`src/rtl/midori64_dec_core.sv`:
```
// Iterative Midori64 decryptor: one decrypt-mode round per cycle, 15 rounds plus a final
// SubCells/whitening step, with valid/ready handshakes on both sides.

module midori64_sbox (
    input  logic [3:0] i_x,
    output logic [3:0] o_y
);
    always_comb begin
        o_y = 4'h0;
        case (i_x)
            4'h0: o_y = 4'hc;  4'h1: o_y = 4'ha;  4'h2: o_y = 4'hd;  4'h3: o_y = 4'h3;
            4'h4: o_y = 4'he;  4'h5: o_y = 4'hb;  4'h6: o_y = 4'hf;  4'h7: o_y = 4'h7;
            4'h8: o_y = 4'h8;  4'h9: o_y = 4'h9;  4'ha: o_y = 4'h1;  4'hb: o_y = 4'h5;
            4'hc: o_y = 4'h0;  4'hd: o_y = 4'h2;  4'he: o_y = 4'h4;  4'hf: o_y = 4'h6;
            default: o_y = 4'h0;
        endcase
    end
endmodule

module midori64_sub_cells (
    input  logic [63:0] i_s,
    output logic [63:0] o_s
);
    for (genvar g = 0; g < 16; g++) begin : g_cell
        midori64_sbox u_sbox (.i_x(i_s[63-4*g -: 4]), .o_y(o_s[63-4*g -: 4]));
    end
endmodule

// Cell g of the output takes input cell MAP[g]; INV selects the inverse permutation.
module midori64_shuffle_cells #(
    parameter bit INV = 1'b0
) (
    input  logic [63:0] i_s,
    output logic [63:0] o_s
);
    localparam logic [63:0] MAP = INV ? 64'h07e952bcf816ad43 : 64'h0a5fe4b193c67d28;
    for (genvar g = 0; g < 16; g++) begin : g_cell
        localparam int SRC = int'(MAP[63-4*g -: 4]);
        assign o_s[63-4*g -: 4] = i_s[63-4*SRC -: 4];
    end
endmodule

module midori64_mix_columns (
    input  logic [63:0] i_s,
    output logic [63:0] o_s
);
    for (genvar c = 0; c < 4; c++) begin : g_col
        logic [3:0] w_a0, w_a1, w_a2, w_a3;
        assign w_a0 = i_s[63-16*c -: 4];
        assign w_a1 = i_s[59-16*c -: 4];
        assign w_a2 = i_s[55-16*c -: 4];
        assign w_a3 = i_s[51-16*c -: 4];
        assign o_s[63-16*c -: 4] = w_a1 ^ w_a2 ^ w_a3;
        assign o_s[59-16*c -: 4] = w_a0 ^ w_a2 ^ w_a3;
        assign o_s[55-16*c -: 4] = w_a0 ^ w_a1 ^ w_a3;
        assign o_s[51-16*c -: 4] = w_a0 ^ w_a1 ^ w_a2;
    end
endmodule

module midori64_round (
    input  logic        i_enc,
    input  logic [63:0] i_rk,
    input  logic [63:0] i_s,
    output logic [63:0] o_s
);
    logic [63:0] w_sb, w_sh, w_enc, w_mc, w_dec;

    midori64_sub_cells                   u_sb   (.i_s(i_s),  .o_s(w_sb));
    midori64_shuffle_cells #(.INV(1'b0)) u_sh   (.i_s(w_sb), .o_s(w_sh));
    midori64_mix_columns                 u_mc_e (.i_s(w_sh), .o_s(w_enc));
    midori64_mix_columns                 u_mc_d (.i_s(w_sb), .o_s(w_mc));
    midori64_shuffle_cells #(.INV(1'b1)) u_ish  (.i_s(w_mc), .o_s(w_dec));

    assign o_s = (i_enc ? w_enc : w_dec) ^ i_rk;
endmodule

module midori64_dec_core (
    input  logic         clk,
    input  logic         rst_n,
    input  logic         in_valid,
    output logic         in_ready,
    input  logic [127:0] key,
    input  logic [63:0]  ct,
    output logic         out_valid,
    input  logic         out_ready,
    output logic [63:0]  pt
);
    typedef enum logic [1:0] {S_IDLE, S_RUN, S_FINAL, S_DONE} fsm_t;

    fsm_t        r_fsm;
    logic [63:0] r_state, r_k0, r_k1, r_pt;
    logic [3:0]  r_rnd;
    logic        r_out_valid;

    logic [15:0] w_beta;
    logic [63:0] w_alpha, w_rk, w_rk_mc, w_dk, w_round, w_fin_sb, w_wk;

    // beta(i) bit 15 belongs to cell 0, bit 0 to cell 15
    always_comb begin
        w_beta = 16'h0000;
        case (r_rnd)
            4'd0:  w_beta = 16'h15b3;
            4'd1:  w_beta = 16'h78c0;
            4'd2:  w_beta = 16'ha435;
            4'd3:  w_beta = 16'h6213;
            4'd4:  w_beta = 16'h104f;
            4'd5:  w_beta = 16'hd170;
            4'd6:  w_beta = 16'h0266;
            4'd7:  w_beta = 16'h0bcc;
            4'd8:  w_beta = 16'h9481;
            4'd9:  w_beta = 16'h40b8;
            4'd10: w_beta = 16'h7197;
            4'd11: w_beta = 16'h228e;
            4'd12: w_beta = 16'h5130;
            4'd13: w_beta = 16'hf8ca;
            4'd14: w_beta = 16'hdf90;
            default: w_beta = 16'h0000;
        endcase
    end

    for (genvar j = 0; j < 16; j++) begin : g_alpha
        assign w_alpha[63-4*j -: 4] = {3'b000, w_beta[15-j]};
    end

    assign w_rk = (r_rnd[0] ? r_k1 : r_k0) ^ w_alpha;
    assign w_wk = r_k0 ^ r_k1;

    // Decrypt key schedule: round key pushed through MixColumns then InvShuffleCells
    midori64_mix_columns                 u_dk_mc  (.i_s(w_rk),    .o_s(w_rk_mc));
    midori64_shuffle_cells #(.INV(1'b1)) u_dk_ish (.i_s(w_rk_mc), .o_s(w_dk));

    midori64_round     u_round (.i_enc(1'b0), .i_rk(w_dk), .i_s(r_state), .o_s(w_round));
    midori64_sub_cells u_fin   (.i_s(r_state), .o_s(w_fin_sb));

    always_ff @(posedge clk or negedge rst_n) begin
        if (!rst_n) begin
            r_fsm       <= S_IDLE;
            r_state     <= '0;
            r_k0        <= '0;
            r_k1        <= '0;
            r_rnd       <= '0;
            r_pt        <= '0;
            r_out_valid <= 1'b0;
        end else begin
            case (r_fsm)
                S_IDLE: if (in_valid) begin
                    r_k0    <= key[127:64];
                    r_k1    <= key[63:0];
                    r_state <= ct ^ key[127:64] ^ key[63:0];
                    r_rnd   <= 4'd14;
                    r_fsm   <= S_RUN;
                end
                S_RUN: begin
                    r_state <= w_round;
                    if (r_rnd == 4'd0) r_fsm <= S_FINAL;
                    else               r_rnd <= r_rnd - 4'd1;
                end
                S_FINAL: begin
                    r_pt        <= w_fin_sb ^ w_wk;
                    r_out_valid <= 1'b1;
                    r_fsm       <= S_DONE;
                end
                S_DONE: if (out_ready) begin
                    r_out_valid <= 1'b0;
                    r_fsm       <= S_IDLE;
                end
                default: r_fsm <= S_IDLE;
            endcase
        end
    end

    assign in_ready  = (r_fsm == S_IDLE);
    assign out_valid = r_out_valid;
    assign pt        = r_pt;
endmodule

```
`config.mk`:
```
export PLATFORM = sky130hd
export DESIGN_NAME = midori64_dec_core
export DESIGN_NICKNAME = d
export VERILOG_FILES = /design/src/rtl/midori64_dec_core.sv
export SDC_FILE = /design/constraint.sdc
export NUM_CORES = 1
export LEC_CHECK = 0
export ABC_AREA = 0
export BUFFER_PORTS_ARGS = -buffer_cell sky130_fd_sc_hd__buf_4
export CAP_MARGIN = 20
export CORE_UTILIZATION = 60
export CTS_CLUSTER_DIAMETER = 50
export CTS_CLUSTER_SIZE = 25
export DETAILED_ROUTE_END_ITERATION = 12
export GPL_ROUTABILITY_DRIVEN = 0
export PLACE_DENSITY = 0.88
export SLEW_MARGIN = 20
export SYNTH_ARGS = -nofsm -noshare
export SYNTH_HDL_FRONTEND = slang
export SYNTH_SLANG_ARGS = --single-unit
```
`constraint.sdc`:
```
create_clock -name clk -period 4.6 [get_ports clk]
set_input_delay 0.23 -clock clk [delete_from_list [all_inputs] [get_ports clk]]
set_output_delay 0.23 -clock clk [all_outputs]
set_load 0.01 [all_outputs]
```
== After elaboration in Yosys (flattened, before gate mapping) ==
Memories as Yosys holds them, arrays and structs flattened.
Index checks and enable logic that the tools add are counted.

* Reductions and logical operators: 9
* Eq/ne operators: 7
* Bitwise logic cells: 62
* Multiplexer cells: 12
* Add/sub/neg operators: 1

{| class="wikitable"
|+ Operator list
! cell !! number
|-
| $xor 64x64->64 || 5
|-
| $xor 4x4->4 || 56
|-
| $mux 64 || 2
|-
| $pmux 64 s2 || 1
|-
| $xor 64x61->64 || 1
|-
| $mux 4 || 2
|-
| $ne 2x2->1 const B || 4
|-
| $pmux 2 s4 || 1
|-
| $pmux 4 s2 || 1
|-
| $mux 2 || 3
|-
| $reduce_and 2->1 || 3
|-
| $reduce_and 3->1 || 2
|-
| $eq 2x2->1 const B || 2
|-
| $logic_not 4->1 || 1
|-
| $reduce_bool 2->1 || 2
|-
| $sub 4x1->4 const B || 1
|-
| $eq 2x1->1 const B || 1
|-
| $logic_not 2->1 || 1
|-
| $pmux 1 s2 || 1
|-
| $mux 1 || 1
|}

* Input bits: 196
* Logic and storage cells: 131
* Memories kept: 33
* Output and inout port bits: 66
* Flip-flop bits (word level): 263
* Bits in read-only memories: 2304

{| class="wikitable"
|+ Memories
! name !! words !! bits a word !! rd ports !! clocked after Yosys merged registers in !! write ports !! RTL line !! RTL
|-
| (no name shown) || 16 || 16 || 1 || 0 || 0 || 101 || <nowiki>case (r_rnd)</nowiki>
|-
| (no name shown) || 16 || 4 || 1 || 0 || 0 || 10 || <nowiki>case (i_x)</nowiki>
|-
| (no name shown) || 16 || 4 || 1 || 0 || 0 || 10 ||
|-
| (no name shown) || 16 || 4 || 1 || 0 || 0 || 10 ||
|-
| (no name shown) || 16 || 4 || 1 || 0 || 0 || 10 ||
|-
| (no name shown) || 16 || 4 || 1 || 0 || 0 || 10 ||
|-
| +27 memories || - || - || - || - || - || - ||
|}

== Logic depth before layout (Yosys ltp) ==
* Depth after elaboration: 6
* Gate-level depth with buffers: 15
* Mapped depth without buffers: 11

== Modules after synthesis ==
A second synthesis with hierarchy kept.

* Cells, all modules: 1880
* Area total of the unflattened synthesis: 23326.1 um^2

{| class="wikitable"
|+ Modules (own cells, without submodules)
! module !! instances !! seq. area each (um^2) !! area an instance (um^2) !! cells each
|-
| midori64_dec_core || 1 || 6581.3 || 13855.8 || 1073
|-
| midori64_mix_columns || 3 || 0.0 || 1641.6 || 64
|-
| midori64_sbox || 32 || 0.0 || 56.3 || 9
|-
| midori64_shuffle_cells || 3 || 0.0 || 480.5 || 64
|-
| midori64_round || 1 || 0.0 || 1302.5 || 135
|}

== Least setup slack after synthesis ==
No wires, ideal clock.

* Path kind: register -> register
* From: register r_rnd[0]
* To: register r_state[40]
* Required time: 4.482 ns
* Arrival: 2.989 ns
* Cell stages (with the launch flop): 14
* Clock period less this slack: 3.107 ns
* Library setup time: 0.118 ns
* Buffers on the path: 4
* Path slack: 1.493 ns
* Cell sequence: dfrtp_1 -> buf_6 -> inv_4 -> buf_8 -> buf_2 -> buf_2 -> ha_1 -> inv_1 -> mux4_2 -> xnor3_1 -> xnor2_1 -> xor2_1 -> a21oi_1 -> a21o_1

* Cells in the longest elaborated chain, start to end: 6
* Elaborated cells between the ends (all ways): 7
* Classes of those cells: mux: 2; bitwise: 4; memory: 1

{| class="wikitable"
|+ Ends and longest elaborated chain
! what !! RTL line !! RTL
|-
| from (decl) || 92 || <nowiki>logic [3:0] r_rnd;</nowiki>
|-
| from (signal assigned) || 156 || <nowiki>else r_rnd <= r_rnd - 4'd1;</nowiki>
|-
| $mem_v2 16x16 or $mux 64 (tied branches) || - ||
|-
| $xor 64x61->64 (*) || 125 || <nowiki>assign w_rk = (r_rnd[0] ? r_k1 : r_k0) ^ w_alpha;</nowiki>
|-
| $xor 4x4->4 || 55 || <nowiki>assign o_s[55-16*c -: 4] = w_a0 ^ w_a1 ^ w_a3;</nowiki>
|-
| $xor 4x4->4 (*) || 55 ||
|-
| $xor 64x64->64 (*) || 74 || <nowiki>assign o_s = (i_enc ? w_enc : w_dec) ^ i_rk;</nowiki>
|-
| $pmux 64 s2 (*) || 145 || <nowiki>case (r_fsm)</nowiki>
|-
| to (signal assigned) || 149 || <nowiki>r_state <= ct ^ key[127:64] ^ key[63:0];</nowiki>
|-
| to (signal assigned) || 154 || <nowiki>r_state <= w_round;</nowiki>
|-
| to (decl) || 91 || <nowiki>logic [63:0] r_state, r_k0, r_k1, r_pt;</nowiki>
|}

Every way passes the cells marked *; elsewhere a longest branch is shown, timed or not.
A chain may end at the register's enable or synchronous reset.

== Worst setup path after layout ==
* From: register r_rnd[0]
* To: register r_state[32]

* Cells in the longest elaborated chain, start to end: 6
* Elaborated cells between the ends (all ways): 7
* Classes of those cells: mux: 2; bitwise: 4; memory: 1

{| class="wikitable"
|+ Ends and longest elaborated chain
! what !! RTL line !! RTL
|-
| $mem_v2 16x16 or $mux 64 (tied branches) || - ||
|-
| $xor 64x61->64 (*) || 125 ||
|-
| $xor 4x4->4 || 53 || <nowiki>assign o_s[63-16*c -: 4] = w_a1 ^ w_a2 ^ w_a3;</nowiki>
|-
| $xor 4x4->4 (*) || 53 ||
|-
| $xor 64x64->64 (*) || 74 ||
|-
| $pmux 64 s2 (*) || 145 ||
|}

Marks and branches as above.

==> results.sh <==
export IMPL_synth_distinct_cells=45
export IMPL_htree_levels=1
export IMPL_async_reset_ff_frac=1.00
export IMPL_nFillCells=1682
export IMPL_clock_fmax_mhz=302
export IMPL_area_growth_pct=27.3
export IMPL_relSlewSlack=0.284
export IMPL_hold_viol=0
export IMPL_min_period_over_period=0.720
export IMPL_rsz0062_at_grt="false"
export IMPL_min_path_type="input port to flop"
export IMPL_overflow=0
export IMPL_clkSinkCount=263
export IMPL_synth_area_sq_um=16900
export IMPL_diodes=0
export IMPL_synth_yosys_seq_area_share=0.389
export IMPL_cts_reportedPaths_clkPinSlew_ns=0.07
export IMPL_viasPerCell=5.86
export IMPL_fin_skew_ns=0.0190
export IMPL_crit_family="simple AND/OR/NAND/NOR gates"
export IMPL_antenna_found_initial=0
export IMPL_worst_pin_slew_ns=1.07
export IMPL_min_path_cells=5
export IMPL_tritoncts_num_buffers=28
export IMPL_drt_antenna_violating_nets=0
export IMPL_drive_gt1_frac=0.249
export IMPL_dieArea_sq_um=28900
export IMPL_die_h_um=170
export IMPL_io_pins=262
export IMPL_critical_path_max_fanout=32
export IMPL_synth_edf_count=0
export IMPL_ys_warn_count=0
export IMPL_crit_path_end_kind="flop"
export IMPL_vias=14003
export IMPL_holdWs_ns=0.0962
export IMPL_drt_iter0_markers=1343
export IMPL_grt_pass1_wl_um=81100
export IMPL_track_usage=0.366
export IMPL_cts_root_buffer="clkbuf_16"
export IMPL_required_ns=5.04
export IMPL_numPortBuffers=261
export IMPL_cp_common_cell="and3b_1"
export IMPL_rows=61
export IMPL_ys_flop_type="dfrtp_1"
export IMPL_cts_tree="yes"
export IMPL_dr_pass1_iters=6
export IMPL_syn_area_per_cell_sq_um=10.4
export IMPL_crit_type="flop to flop"
export IMPL_reg2regPathDepth=8
export IMPL_start_util=0.610
export IMPL_grt_pass1_vias=14673
export IMPL_clockBufferDepth=3
export IMPL_crit_arrival_ns=3.76
export IMPL_hp_start="in_valid"
export IMPL_crit_chain="buf_4 -> and3b_1 -> o21ai_1 -> o311ai_0 -> a211oi_4 -> xnor3_1 -> and3b_1 -> or3_1"
export IMPL_worstHoldEndpoint="r_rnd[0]"
export IMPL_setup_tns_ns=0
export IMPL_cp_start_kind="flop"
export IMPL_grt_max_degree=114
export IMPL_cap_violations=0
export IMPL_outcome="finished clean"
export IMPL_post_cts_buffers=0
export IMPL_cts_resized=0
export IMPL_nNetsFinal=2198
export IMPL_drv_slew=0
export IMPL_min_period_ns=3.31
export IMPL_slowest_stage="dfrtp_4"
export IMPL_setup_violations=0
export IMPL_drc=0
export IMPL_dp_hpwl_um=33300
export IMPL_reg2reg_to="r_state[32]"
export IMPL_die_x_um=170
export IMPL_r2r_start="r_rnd[0]"
export IMPL_core_sq_um=27800
export IMPL_postCtsHoldBufs=130
export IMPL_ff2ff_setup_slack_ns=1.29
export IMPL_drt_total_wl_um=52200
export IMPL_synth_cells=1627
export IMPL_wl_per_cell_um=21.8
export IMPL_cpPeakStageDelay_ns=0.67
export IMPL_synth_seq_cells=263
export IMPL_crit_buf_inv=1
export IMPL_syn_num_nets=1835
export IMPL_clk_latency_ns=0.57
-- cells by family (layout without fill, tap and decap cells) --
logic type,Yosys count,count (layout),synth area share
compound gates,280,280,0.0932
xor+xnor,492,492,0.261
fa+ha+maj,27,27,0.0177
buf+inv,96,481,0.0250
flops,263,263,0.389
mux,248,248,0.163
simple gates,221,221,0.0519
-- flip-flops by register name (all words and copies together) (netlist names) --
name / flops
out_valid: 1
pt: 64
r_fsm: 2
r_k0: 64
r_k1: 64
r_rnd: 4
r_state: 64
-- cells in the final DEF (no fill, tap or decap), drive strengths merged, types with 8 or more instances in the layout --
master / n
dlygate4sd3: 130
clkinv: 8
dfrtp: 263
o21a: 14
clkbuf: 30
nor2: 169
o21ai: 73
a21oi: 142
a21o: 17
xnor2: 379
xnor3: 8
nand2: 32
mux2: 166
maj3: 15
a211oi: 16
mux2i: 77
ha: 12
xor2: 105
a22oi: 8
inv: 37
buf: 272
-- area by class of cell --
class / instances / area [sq um] / area share
Sequential cell: 263 / 6590 / 0.305
Tap cell: 378 / 473 / 0.0219
Timing Repair Buffer: 402 / 3360 / 0.156
Multi-Input combinational cell: 1268 / 9970 / 0.463
Inverter: 27 / 104 / 0.00482
Clock buffer: 30 / 729 / 0.0338
Clock inverter: 22 / 332 / 0.0154
-- worst max-delay path by stage --
| stage | startpoint | endpoint | slack [ns] | cells past startpoint |
|---|---|---|---|---|
| final | r_rnd[0] | r_state[32] | 1.29 | 8 |
| after CTS | r_rnd[0] | r_state[32] | 1.46 | 8 |
| after detailed placement | r_fsm[0] | r_state[28] | 1.50 | 7 |
| after global routing | r_rnd[0] | r_state[32] | 1.20 | 8 |
| after global placement | r_rnd[0] | r_state[32] | 1.58 | 8 |
| after floorplan | r_rnd[0] | r_state[40] | 1.49 | 13 |
-- stage by stage --
step | setup slack [ns] | std cells | util | area (sq um)
final | 1.29 | 2390 | 0.776 | 21600
after CTS | 1.46 | 2390 | 0.776 | 21600
after floorplan | 1.49 | 1627 | - | 16900
after global routing | 1.20 | 2390 | 0.776 | 21600
after detailed placement | 1.50 | 2208 | 0.691 | 19200
after global placement | 1.58 | 2208 | 0.691 | 19200
-- worst min-delay path, delay by kind of cell --
kind,cells,cell delay (ns)
and+or+nand+nor,3,0.19
buffers and inverters,1,0.10
AOI/OAI and AO/OA,1,0.09
-- synth_stat cells (2+ instances only) --
| cell type | n | area share |
|---|---|---|
| ha_1 | 12 | 0.0089 |
| mux2_1 | 2 | 0.0013 |
| nand3_1 | 2 | 0.00059 |
| and3b_1 | 3 | 0.0016 |
| buf_4 | 6 | 0.0027 |
| a211oi_1 | 15 | 0.0067 |
| nor2b_1 | 2 | 0.00074 |
| dfrtp_1 | 263 | 0.39 |
| nor2_1 | 169 | 0.037 |
| o22ai_1 | 2 | 0.00074 |
| nand2_1 | 32 | 0.0071 |
| maj3_1 | 15 | 0.0089 |
| xnor2_1 | 379 | 0.20 |
| o21ai_1 | 21 | 0.0062 |
| a21oi_1 | 142 | 0.042 |
| a21o_1 | 17 | 0.0075 |
| o21ai_0 | 52 | 0.015 |
| mux2_2 | 164 | 0.11 |
| and2_1 | 3 | 0.0011 |
| xor2_1 | 105 | 0.054 |
| o211ai_1 | 3 | 0.0013 |
| buf_6 | 2 | 0.0013 |
| inv_1 | 24 | 0.0053 |
| o21a_1 | 14 | 0.0062 |
| buf_2 | 9 | 0.0027 |
| clkbuf_1 | 44 | 0.0098 |
| buf_1 | 7 | 0.0016 |
| xnor3_1 | 8 | 0.011 |
| nor3_1 | 7 | 0.0021 |
| mux4_2 | 5 | 0.0067 |
| a22oi_1 | 8 | 0.0035 |
| mux2i_1 | 77 | 0.046 |
-- routing by layer --
metal	vias to the layer above	track usage	wire length, um
li1	6233	-	-
met1	6828	0.435	19400
met2	722	0.612	25200
met3	220	0.0800	4340
met4	0	0.216	3270
met5	-	0	0
Power is left out: the tool's default activity adds up to more than one toggle a clock period on the data nets, which glitch-free logic cannot reach.
